--- src/rtl/stream_mux_pkg.sv ---
`default_nettype none
// ============================================================================
// Module      : mux_pkg
// Description : Shared definitions for the stream multiplexer family.
//               Holds the mode constants and the channel-index wrap helper.
//               By convention, channel indices are SELW-bit values.
//               Each user declares them locally as
//                   typedef logic [SELW-1:0] chan_idx_t;
//               where SELW = $clog2(NCH) for that instance. Future bus
//               arbiters follow the same convention.
// Ports       : none (package)
// Revision    : 1.0 - initial release
// ============================================================================
package mux_pkg;

    localparam int MUX_MODE_FIXED = 0;   // channel chosen by sel
    localparam int MUX_MODE_RR    = 1;   // round-robin arbitration

    // Next channel index after idx, wrapping from nch-1 back to 0.
    function automatic int chan_next(input int idx, input int nch);
        return (idx >= nch - 1) ? 0 : idx + 1;
    endfunction

endpackage
`default_nettype wire

--- src/rtl/stream_mux_rr_arbiter.sv ---
`default_nettype none
// ============================================================================
// Module      : rr_arbiter
// Description : Combinational rotate-priority search. Grants the first
//               requesting channel at or after ptr, wrapping at NCH-1 -> 0.
// Ports       : req       in  NCH   per-channel request
//               ptr       in  SELW  highest-priority channel this cycle
//               gnt_valid out 1     some channel is granted
//               gnt_idx   out SELW  granted channel (0 when none)
// Revision    : 1.0 - initial release
// ============================================================================
module rr_arbiter
    import mux_pkg::*;
#(
    parameter int NCH  = 4,
    parameter int SELW = $clog2(NCH)
) (
    input  logic [NCH-1:0]  req,
    input  logic [SELW-1:0] ptr,
    output logic            gnt_valid,
    output logic [SELW-1:0] gnt_idx
);

    typedef logic [SELW-1:0] chan_idx_t;

    always_comb begin
        chan_idx_t w_idx;
        gnt_valid = 1'b0;
        gnt_idx   = '0;
        w_idx     = ptr;
        // Walk all NCH positions once; the first hit wins.
        for (int k = 0; k < NCH; k++) begin
            if (!gnt_valid && req[w_idx]) begin
                gnt_valid = 1'b1;
                gnt_idx   = w_idx;
            end
            w_idx = SELW'(chan_next(int'(w_idx), NCH));
        end
    end

endmodule
`default_nettype wire

--- src/rtl/stream_mux.sv ---
`default_nettype none
// ============================================================================
// Module      : stream_mux
// Description : N-channel, W-bit registered multiplexer with valid/ready on
//               every input and on the output. It selects a fixed channel
//               from sel (MODE 0) or arbitrates round-robin (MODE 1). The
//               chosen beat is held in an output register until it is
//               accepted.
// Ports       : clk        in  1          clock, rising edge
//               rst_n      in  1          synchronous active-low reset
//               in_data    in  NCH*WIDTH  channel i at [i*WIDTH +: WIDTH]
//               in_valid   in  NCH        per-channel beat available
//               in_ready   out NCH        per-channel accept (one-hot or 0)
//               sel        in  SELW       fixed select (MODE 0 only)
//               out_data   out WIDTH      registered beat
//               out_chan   out SELW       source channel of out_data
//               out_valid  out 1          output register holds a beat
//               out_ready  in  1          consumer accepts the beat
// Revision    : 1.0 - initial release
// ============================================================================
module stream_mux
    import mux_pkg::*;
#(
    parameter int WIDTH = 8,
    parameter int NCH   = 4,
    parameter int MODE  = MUX_MODE_FIXED,
    parameter int SELW  = $clog2(NCH)
) (
    input  logic                 clk,
    input  logic                 rst_n,
    input  logic [NCH*WIDTH-1:0] in_data,
    input  logic [NCH-1:0]       in_valid,
    output logic [NCH-1:0]       in_ready,
    input  logic [SELW-1:0]      sel,
    output logic [WIDTH-1:0]     out_data,
    output logic [SELW-1:0]      out_chan,
    output logic                 out_valid,
    input  logic                 out_ready
);

    typedef logic [SELW-1:0] chan_idx_t;

    logic             r_out_valid;
    logic [WIDTH-1:0] r_out_data;
    chan_idx_t        r_out_chan;

    logic             w_load_en;
    logic             w_gnt_valid;
    chan_idx_t        w_gnt_idx;
    logic             w_xfer;
    logic [WIDTH-1:0] w_gnt_data;

    // The register can take a new beat when empty or being drained now.
    // This gives full throughput with no bubble on drain-and-load.
    assign w_load_en = !r_out_valid || out_ready;

    generate
        if (MODE == MUX_MODE_RR) begin : g_rr
            chan_idx_t r_rr_ptr;

            rr_arbiter #(
                .NCH  (NCH),
                .SELW (SELW)
            ) u_arb (
                .req       (in_valid),
                .ptr       (r_rr_ptr),
                .gnt_valid (w_gnt_valid),
                .gnt_idx   (w_gnt_idx)
            );

            // Priority moves to the channel just after the one granted.
            always_ff @(posedge clk) begin
                if (!rst_n) begin
                    r_rr_ptr <= '0;
                end else if (w_xfer) begin
                    r_rr_ptr <= SELW'(chan_next(int'(w_gnt_idx), NCH));
                end
            end
        end else begin : g_fixed
            // An out-of-range sel (possible when NCH is not a power of two)
            // never grants. The range test short-circuits the index.
            assign w_gnt_valid = (int'(sel) < NCH) && in_valid[sel];
            assign w_gnt_idx   = sel;
        end
    endgenerate

    // rst_n gates the transfer so in_ready is quiet during reset.
    assign w_xfer     = rst_n && w_load_en && w_gnt_valid;
    assign w_gnt_data = in_data[int'(w_gnt_idx)*WIDTH +: WIDTH];

    always_comb begin
        in_ready = '0;
        if (w_xfer) begin
            in_ready[w_gnt_idx] = 1'b1;
        end
    end

    // Output register. On a load slot with no grant, only valid drops.
    // Data and channel keep their last values.
    always_ff @(posedge clk) begin
        if (!rst_n) begin
            r_out_valid <= 1'b0;
            r_out_data  <= '0;
            r_out_chan  <= '0;
        end else if (w_xfer) begin
            r_out_valid <= 1'b1;
            r_out_data  <= w_gnt_data;
            r_out_chan  <= w_gnt_idx;
        end else if (w_load_en) begin
            r_out_valid <= 1'b0;
        end
    end

    assign out_valid = r_out_valid;
    assign out_data  = r_out_data;
    assign out_chan  = r_out_chan;

endmodule
`default_nettype wire

--- config.mk ---
export PLATFORM = sky130hd
export DESIGN_NAME = stream_mux
export DESIGN_NICKNAME = d
export VERILOG_FILES = /design/src/rtl/stream_mux_pkg.sv /design/src/rtl/stream_mux_rr_arbiter.sv /design/src/rtl/stream_mux.sv
export SDC_FILE = /design/constraint.sdc
export NUM_CORES = 1
export LEC_CHECK = 0
export BUFFER_PORTS_ARGS = -buffer_cell sky130_fd_sc_hd__buf_2
export CORE_UTILIZATION = 35
export CTS_BUF_LIST = sky130_fd_sc_hd__clkbuf_16
export DETAILED_ROUTE_END_ITERATION = 10
export GPL_TIMING_DRIVEN = 0
export PLACE_DENSITY_LB_ADDON = 0.1
export RECOVER_POWER = 25
export SLEW_MARGIN = 0
export SYNTH_ARGS = -nofsm -noshare
export SYNTH_HDL_FRONTEND = slang
export SYNTH_SLANG_ARGS = --single-unit
--- constraint.sdc ---
create_clock -name clk -period 1.9 [get_ports clk]
set_clock_uncertainty 0.2 [all_clocks]
set_input_delay 0.38 -clock clk [delete_from_list [all_inputs] [get_ports clk]]
set_output_delay 0.38 -clock clk [all_outputs]
set_load 0.02 [all_outputs]
# Word level (Yosys, flattened, before mapping)
# Cells that the tools add are included.
# word_totals
ff_bits	11
inputBits	41
out_inout_bits	15
elab_cells	19
# op_classes
n_lt_le_gt_ge	2
n_shift	1
mux	7
n_reduce_logical	6
# ops
op	n
$shiftx 32x6->8	1
$mux 1	4
$mux 4	1
$logic_and 1x1->1	3
$lt 2x3->1 const B	1
$bmux 1 s2	1
$demux 1 s2	1
$ge 2x1->1 const B	1
$reduce_bool 2->1	1
$logic_not 1->1	1
$logic_or 1x1->1	1

# Depth between registers and ports, before layout
# Gate-level depths: netlist of the first run.
# depth
ltp_word	5
ltp_mapped	5
ltp_nobuf	3

# Least setup slack after synthesis of the first run
# No wires, ideal clock.
# synth_timing
path_kind	input -> output
startpoint	in sel[1]
endpoint	out in_ready[2]
arrival_time_ps	1607
t_required_ps	1320
path_slack_ps	-287
cell_stages	5
path_buffers	2
path_cell_list	clkbuf_1 mux4_2 buf_6 nand3_1 nor3b_1
# synth_via
elab_chain_cells	5
elab_cells_between_ends	9
classes_between	order compare: 2; mux: 5; reduce/logical: 2
# synth_lines
item	line_no	source
from (decl)	stream_mux.sv:34	input logic [SELW-1:0] sel,
$lt 2x3->1 (implied by the code) / $ge 2x1->1 (equally long branches)	stream_mux.sv:94	in_ready[w_gnt_idx] = 1'b1;
$logic_and 1x1->1 (implied by the code)	stream_mux.sv:94	
$mux 1 (implied by the code)	stream_mux.sv:94	
$demux 1 s2	stream_mux.sv:94	
$mux 4 *	stream_mux.sv:93	if (w_xfer) begin
to (decl)	stream_mux.sv:33	output logic [NCH-1:0] in_ready,
# Mark *: on every way between the ends. The rest lies on a longest branch, timed or not. The select of a mux whose other input is x is not followed.

# Worst setup path after layout of the first run
# layout_timing
startpoint	in sel[0]
endpoint	out in_ready[0]
# The elaborated chain is that of the path after synthesis.

==> results.cfg, run 1 <==
[status]
violations = negative setup slack
status = finished with violations

[yosys]
syn-instance-count = 79
yosys_warnings = 0
synth.area.mux_share = 0.279
synth_top_family_by_area = multiplexers
post_synth_instance_area_sq_um = 768
number_of_flops_mapped_to_enable_cells_by_yosys = 0
postSynthAreaPerCell_sq_um = 9.72
synth.yosys.seq_area_share = 0.287
mappedNetlistNets = 120
ys_top_cells_by_area = sky130_fd_sc_hd__dfxtp_1 29%, sky130_fd_sc_hd__mux4_2 26%, sky130_fd_sc_hd__a31o_1 9.1%
synth-xor-area-share = 0
synth_top_cell_area_share = 0.287
yosys.area_share.adder = 0
synth-compound-area-share = 0.186
ys_top_cells_by_count = 11 x sky130_fd_sc_hd__dfxtp_1, 11 x sky130_fd_sc_hd__inv_1, 10 x sky130_fd_sc_hd__a21oi_1, 9 x sky130_fd_sc_hd__mux4_2, 9 x sky130_fd_sc_hd__nand4_1
synth_top_area_cell = sky130_fd_sc_hd__dfxtp_1
async_reset_ff_frac = 0
synth_simple_gate_area_share = 0.132
yosys.cell_types.count = 22
top_flip_flop_cell_by_instance_count_after_synthesis = sky130_fd_sc_hd__dfxtp_1
yosys_register_bits = 11

[critical_path]
timing.critical_path.required_ns = 1.32
worst-r2r-cell-count = 4
worst_ep_arrival_time_ns = 1.34
ff2ff_setup_slack_ns = 0.51
worst_r2r_endpoint = out_data[6]
slowest_stage = sky130_fd_sc_hd__mux4_2
startpoint_class_of_the_critical_path = input pin
timing.setup.critical_path_class = in2out
slowest_stage_delay_on_critical_path_ns = 0.55
worst-path-buf-inv = 2
crit_chain = buf_8 -> mux4_2 -> nand3_4 -> nor3_4 -> buf_6
worst_path_fanout_max = 3
launch_point_of_the_worst_reg_to_reg_path = out_valid
cpLargestDelayFamily = multiplexers
sort_of_element_at_the_end_of_the_critical_path = primary output

[power_and_ir_drop]
power.switching_fraction = 0.255
power.combinational.fraction = 0.276
pwr_density_cell_nw_per_um2 = 673
power_report.internal_total_uw = 649
post-layout-total-power_uw = 872
p_clk_frac = 0.432
worst_vdd_ir_mv = 0.510
power_leakage_uw = 0.000576
sequentialPowerShare = 0.292
power.net_switching_uw = 223

[detailed_routing]
route.detailed.wl_per_inst_um = 12.5
drt-vias-per-instance = 5.13
dr.first_iter.drc_count = 15
initial_drt_pass_iterations = 4
drc = 0
finalWirelength_um = 2140
via_count = 878
detail-route-antenna-nets = 0

[die]
die_height_um = 48.9
core-area_sq_um = 2020
ioPinCount = 56
die_w_um = 48.9
initial_utilization = 0.380
dieArea_sq_um = 2390
floorplan.rows = 16

[place]
gp_routability_congestion = 0.739
dp_hpwl_um = 1600
dp_slack_ns = -0.246
port-buffer-count = 54

[global_routing]
grt_pass1_vias = 905
antenna_found_initial = 0
globalRouteTotalUtil = 0.201
grt_overflow_total = 0
grt_pass1_wl_um = 3660
largest_net_degree_at_the_start_of_global_routing = 11

[clock_tree]
worstSkewPairLatency_ns = 0.24
cts.htree.levels = 1
clkSinkCount = 11
max-clock-path-buffers = 2
clk_transition_reported_paths_ns = 0.04
root_buffer = sky130_fd_sc_hd__clkbuf_16
cts_made_buffers = 3
cts_tree = done
cts_hold_buf = 0

[worst_hold_path]
timing.hold.worst.start = out_data[0]
holdPathEnd = out_data[0]
worstHoldPathCells = 3
hold_path_class = reg2reg

[finish]
synthToLayoutAreaGrowth_pct = 68.6
num-nets-final = 186
drive_above_1_share = 0.563
n_fill_cell = 189
antenna_cells_inserted = 0

[timing]
maxClockFrequency_mhz = 522
final_setup_fails = 2
report.final.slew_viol_count = 0
setup_slack_ns = -0.0164
hold_viol = 0
min_period_ns = 1.92
worst_slew_pin_slew_ns = 0.361
slew-limit-headroom = 0.760
final_min_period_over_clock_period = 1.01
post_route_setup_tns_ns = -0.0301
grt_setup_unrepaired = yes

[run]
maxCapViolations = 0
-- tightest hold or removal path, cell delays in order, from the launching register on --
cell                      delay [ns]
sky130_fd_sc_hd__dfxtp_1        0.30
sky130_fd_sc_hd__inv_1          0.04
sky130_fd_sc_hd__a31o_1         0.08
sky130_fd_sc_hd__a21oi_1        0.05
-- layout by cell type, fill, tap and decap left out, drive strengths merged, types with 9 or more instances in the layout --
master	n
buf	61
a31o	9
clkbuf	12
a21oi	10
dfxtp	11
mux4	9
nand4	9
inv	12
-- how the worst max path moves through the flow --
stage                     startpoint           to  slack, ns  cells after the start
after floorplan               sel[1]  in_ready[2]      0.008                      5
after global placement        sel[0]  in_ready[2]      -0.24                      6
after detailed placement      sel[0]  in_ready[2]      -0.25                      6
after CTS                     sel[0]  in_ready[2]      -0.08                      6
after global routing          sel[0]  in_ready[2]      -0.04                      5
final                         sel[0]  in_ready[0]      -0.02                      5
-- through the flow --
step | hold WS [ns] | utilization | area, sq um | instances
final | 0.331 | 0.640 | 1290 | 171
after global routing | 0.354 | 0.640 | 1290 | 171
after CTS | 0.313 | 0.629 | 1270 | 168
after detailed placement | 0.323 | 0.545 | 1100 | 160
after global placement | 0.318 | 0.545 | 1100 | 160
after floorplan | 0.394 | - | 797 | 79
-- layout make-up --
cell class	instances	area, sq um	area share
buffer	8	55.1	0.0425
timing repair buffer	62	360	0.278
clock inverter	1	3.75	0.00290
clock buffer	3	75.1	0.0580
tap	27	33.8	0.0261
multi-input combinational	47	502	0.387
sequential	11	220	0.170
inverter	12	45.0	0.0348
-- power by group through the flow --
| stage | clock network [uW] | logic [uW] | registers (uW) |
|---|---|---|---|
| floorplan | 0 | 117 | 278 |
| global placement | 0 | 208 | 257 |
| detailed placement | 0 | 212 | 258 |
| CTS | 385 | 235 | 254 |
| global route | 395 | 263 | 256 |
| finish | 377 | 241 | 254 |
-- sequential cells by signal (all words and copies together) (netlist names) --
register,flops
out_data,8
out_chan,2
out_valid,1
-- kinds of logic (layout without fill, tap and decap cells) --
group	count (synthesis)	in the layout
flops	11	11
compound gates	21	21
buf+inv	21	86
mux	10	10
simple gates	16	16
-- what timing repair did --
item,4_1_cts,5_1_grt
pin swaps,1,2
buffers inserted,4,4
gates resized for setup,18,5
setup endpoints to repair,4,4
-- metal layers --
metal | share of wire | wire length (um) | GRT usage | up-vias
li1 | - | - | - | 430
met3 | 0.067 | 143 | 0.0280 | 7
met2 | 0.49 | 1050 | 0.333 | 50
met1 | 0.41 | 875 | 0.238 | 391
met5 | 0 | 0 | 0 | -
met4 | 0.030 | 65 | 0.142 | 0
Note: power is estimated with default switching activity, not from simulation.
==> run 2: changes to the inputs <==
--- a/config.mk
+++ b/config.mk
@@ -5,10 +5,12 @@
 export SDC_FILE = /design/constraint.sdc
 export NUM_CORES = 1
 export LEC_CHECK = 0
-export BUFFER_PORTS_ARGS = -buffer_cell sky130_fd_sc_hd__buf_2
+export ABC_AREA = 1
+export CORE_ASPECT_RATIO = 1.75
 export CORE_UTILIZATION = 35
 export CTS_BUF_LIST = sky130_fd_sc_hd__clkbuf_16
 export DETAILED_ROUTE_END_ITERATION = 10
+export DONT_BUFFER_PORTS = 1
 export GPL_TIMING_DRIVEN = 0
 export PLACE_DENSITY_LB_ADDON = 0.1
 export RECOVER_POWER = 25
==> run 2 against run 1 <==
The flow now finishes without violations. Largest cell class unchanged. Sequential share of layout area up 4.9 points. Synthesized cell count up 75%. First-iteration DRC count down 20%. Worst setup slack better by 0.066 ns. Design area down 23%. Wire length down 3.6%. Clock-buffer cell count unchanged. Non-clock buffer count down 58. Synthesized area up 8.0%.
==> results.cfg, run 2 <==
[timing]
hold_viol = 0
worst_slew_pin_slew_ns = 0.306
setup_slack_ns = 0.0499
report.final.slew_viol_count = 0
final_min_period_over_clock_period = 0.974
slew-limit-headroom = 0.796
timing.hold.ws_ns = 0.243
min_period_ns = 1.85
maxClockFrequency_mhz = 541
final_setup_fails = 0

[critical_path]
slowest_stage_delay_on_critical_path_ns = 0.37
launch_point_of_the_worst_reg_to_reg_path = out_valid
startpoint_class_of_the_critical_path = flop
worst_r2r_endpoint = out_data[1]
slowest_stage = sky130_fd_sc_hd__dfxtp_1
timing.critical_path.required_ns = 1.32
worst-r2r-cell-count = 7
sort_of_element_at_the_end_of_the_critical_path = primary output
worst-path-buf-inv = 1
crit_chain = inv_1 -> nor2_2 -> nor2_8 -> nand2_4 -> nor3_4
timing.setup.critical_path_class = reg2out
cpLargestDelayFamily = simple AND/OR/NAND/NOR gates
worst_setup_path_startpoint = out_valid
worst_path_fanout_max = 4
worst_ep_arrival_time_ns = 1.27
ff2ff_setup_slack_ns = 0.28

[finish]
drive_above_1_share = 0.205
n_fill_cell = 262
num-nets-final = 188
most_common_cell_after_layout_fill_and_taps_aside = sky130_fd_sc_hd__nand2_1
finalCoreUtilization = 0.441
most-common-layout-cells = 48 x sky130_fd_sc_hd__nand2_1, 26 x sky130_fd_sc_hd__nand3_1, 16 x sky130_fd_sc_hd__nor2_1
post_layout_nonfiller_instances = 171
largest_register_ffs = 8
antenna_cells_inserted = 0
synthToLayoutAreaGrowth_pct = 21.0

[clock_tree]
cts.htree.levels = 1
cts_made_buffers = 3
worstSkewPairLatency_ns = 0.23
cts_tree = done
clkSinkCount = 11
clk_transition_reported_paths_ns = 0.04
root_buffer = sky130_fd_sc_hd__clkbuf_16
cts_hold_buf = 0
max-clock-path-buffers = 2

[die]
die_w_um = 38.8
ioPinCount = 56
dieArea_sq_um = 2580
floorplan.rows = 23
die_height_um = 66.4
core-area_sq_um = 2270
initial_utilization = 0.365

[global_routing]
met2_usage = 0.279
grt_overflow_total = 0
globalRouteTotalUtil = 0.151
gr-usage-met1 = 0.141
grt_pass1_vias = 668
grt_use_met3 = 0.0236
largest_net_degree_at_the_start_of_global_routing = 11
antenna_found_initial = 0
grt_pass1_wl_um = 2740
global_route.peak_usage_layer = met2

[yosys]
number_of_flops_mapped_to_enable_cells_by_yosys = 0
synth.yosys.seq_area_share = 0.265
yosysMostFrequentCell = sky130_fd_sc_hd__nand2_1
syn-instance-count = 138
synth_top_area_cell = sky130_fd_sc_hd__dfxtp_1
synth_top_cell_area_share = 0.265
yosys.cell_types.count = 18
ys_top_cells_by_count = 48 x sky130_fd_sc_hd__nand2_1, 26 x sky130_fd_sc_hd__nand3_1, 20 x sky130_fd_sc_hd__nor2_1, 11 x sky130_fd_sc_hd__dfxtp_1, 10 x sky130_fd_sc_hd__a21oi_1
mappedNetlistNets = 179
top_flip_flop_cell_by_instance_count_after_synthesis = sky130_fd_sc_hd__dfxtp_1
ys_top_cells_by_area = sky130_fd_sc_hd__dfxtp_1 27%, sky130_fd_sc_hd__nand2_1 22%, sky130_fd_sc_hd__nand3_1 16%
postSynthAreaPerCell_sq_um = 6.01
post_synth_instance_area_sq_um = 830
yosys_warnings = 0
yosys_register_bits = 11
async_reset_ff_frac = 0

[worst_hold_path]
timing.hold.worst.start = rst_n
holdPathEnd = out_data[2]
worstHoldPathCells = 3
hold_path_class = in2reg

[detailed_routing]
initial_drt_pass_iterations = 4
route.detailed.wl_per_inst_um = 12.0
drt-vias-per-instance = 5.08
finalWirelength_um = 2060
via_count = 869
drc = 0
detail-route-antenna-nets = 0
dr.first_iter.drc_count = 12

[power_and_ir_drop]
worst_vdd_ir_mv = 0.609
power_leakage_uw = 0.000497
power_report.internal_total_uw = 592
power.switching_fraction = 0.277
pwr_density_cell_nw_per_um2 = 815
power.combinational.fraction = 0.207
power.net_switching_uw = 226
p_clk_frac = 0.448
sequentialPowerShare = 0.344
post-layout-total-power_uw = 818

[place]
dp_hpwl_um = 1680
numPlacedInstances = 163
dp_slack_ns = -0.0726
port-buffer-count = 0
gp_routability_congestion = 0.656

[run]
maxCapViolations = 0

[status]
status = finished, final reports clean
-- run 2: changes by cell type in the layout (fill, tap and decap cells not counted), sizes merged, moves of 5 or more --
cell,change
mux4,-9
nand4,-9
a31o,-9
nor2,+22
buf,-49
nand3,+27
inv,-5
nand2,+51
clkbuf,-9
-- run 2: layout make-up --
cell class,count,area (sq um),area share
flip-flops and latches,11,220,0.219
inverters,6,32.5,0.0324
multi-input cells,113,547,0.545
repair buffers,4,30.0,0.0299
plain buffers,8,63.8,0.0636
clock inverters,1,3.75,0.00374
clock buffers,3,75.1,0.0748
well taps,25,31.3,0.0312
-- run 2: through the flow --
step                cell area [sq um]  TNS (ns)
global placement                  866    -0.196
CTS                               952   -0.0663
detailed placement                866    -0.160
finish                           1000         0
floorplan                         835         0
global route                     1000  -0.00980
-- run 2: cells by family (layout without fill, tap and decap cells) --
family / after synthesis / count (layout) / synth area share
AOI/OAI and AO/OA: 11 / 11 / 0.0664
buffers and inverters: 14 / 22 / 0.113
and+or+nand+nor: 102 / 102 / 0.555
DFF: 11 / 11 / 0.265
-- run 2: power groups by stage --
stage / combinational, uW / sequential (uW) / clock (uW)
final: 169 / 282 / 367
after global routing: 191 / 283 / 391
after CTS: 158 / 282 / 379
after detailed placement: 156 / 286 / 0
after global placement: 154 / 286 / 0
after floorplan: 131 / 283 / 0
-- run 2: what timing repair did --
item	4_1_cts	5_1_grt
gates resized for setup	3	5
endpoints found under the setup margin	4	4
pin swaps	0	3
setup buffers	0	4
-- run 2: worst reg2reg max path, cell delays in order, from the launching register on --
cell and delay [ns]:
sky130_fd_sc_hd__dfxtp_1 0.44, sky130_fd_sc_hd__inv_1 0.08, sky130_fd_sc_hd__nor2_2 0.22, sky130_fd_sc_hd__nor2_8 0.08, sky130_fd_sc_hd__buf_4 0.16, sky130_fd_sc_hd__buf_6 0.14
sky130_fd_sc_hd__a21oi_1 0.13, sky130_fd_sc_hd__nor2_1 0.06
-- run 2: per-layer routing --
metal | up-vias | wire [um]
met5 | - | 0
met4 | 0 | 23
met3 | 2 | 160
met2 | 35 | 1090
met1 | 374 | 788
li1 | 458 | -
-- run 2: how the worst max path moves through the flow --
stage | endpoint | cells past startpoint
floorplan | in_ready[2] | 9
finish | in_ready[0] | 5
detailed placement | in_ready[2] | 7
CTS | in_ready[3] | 5
global placement | in_ready[2] | 7
global route | in_ready[0] | 7
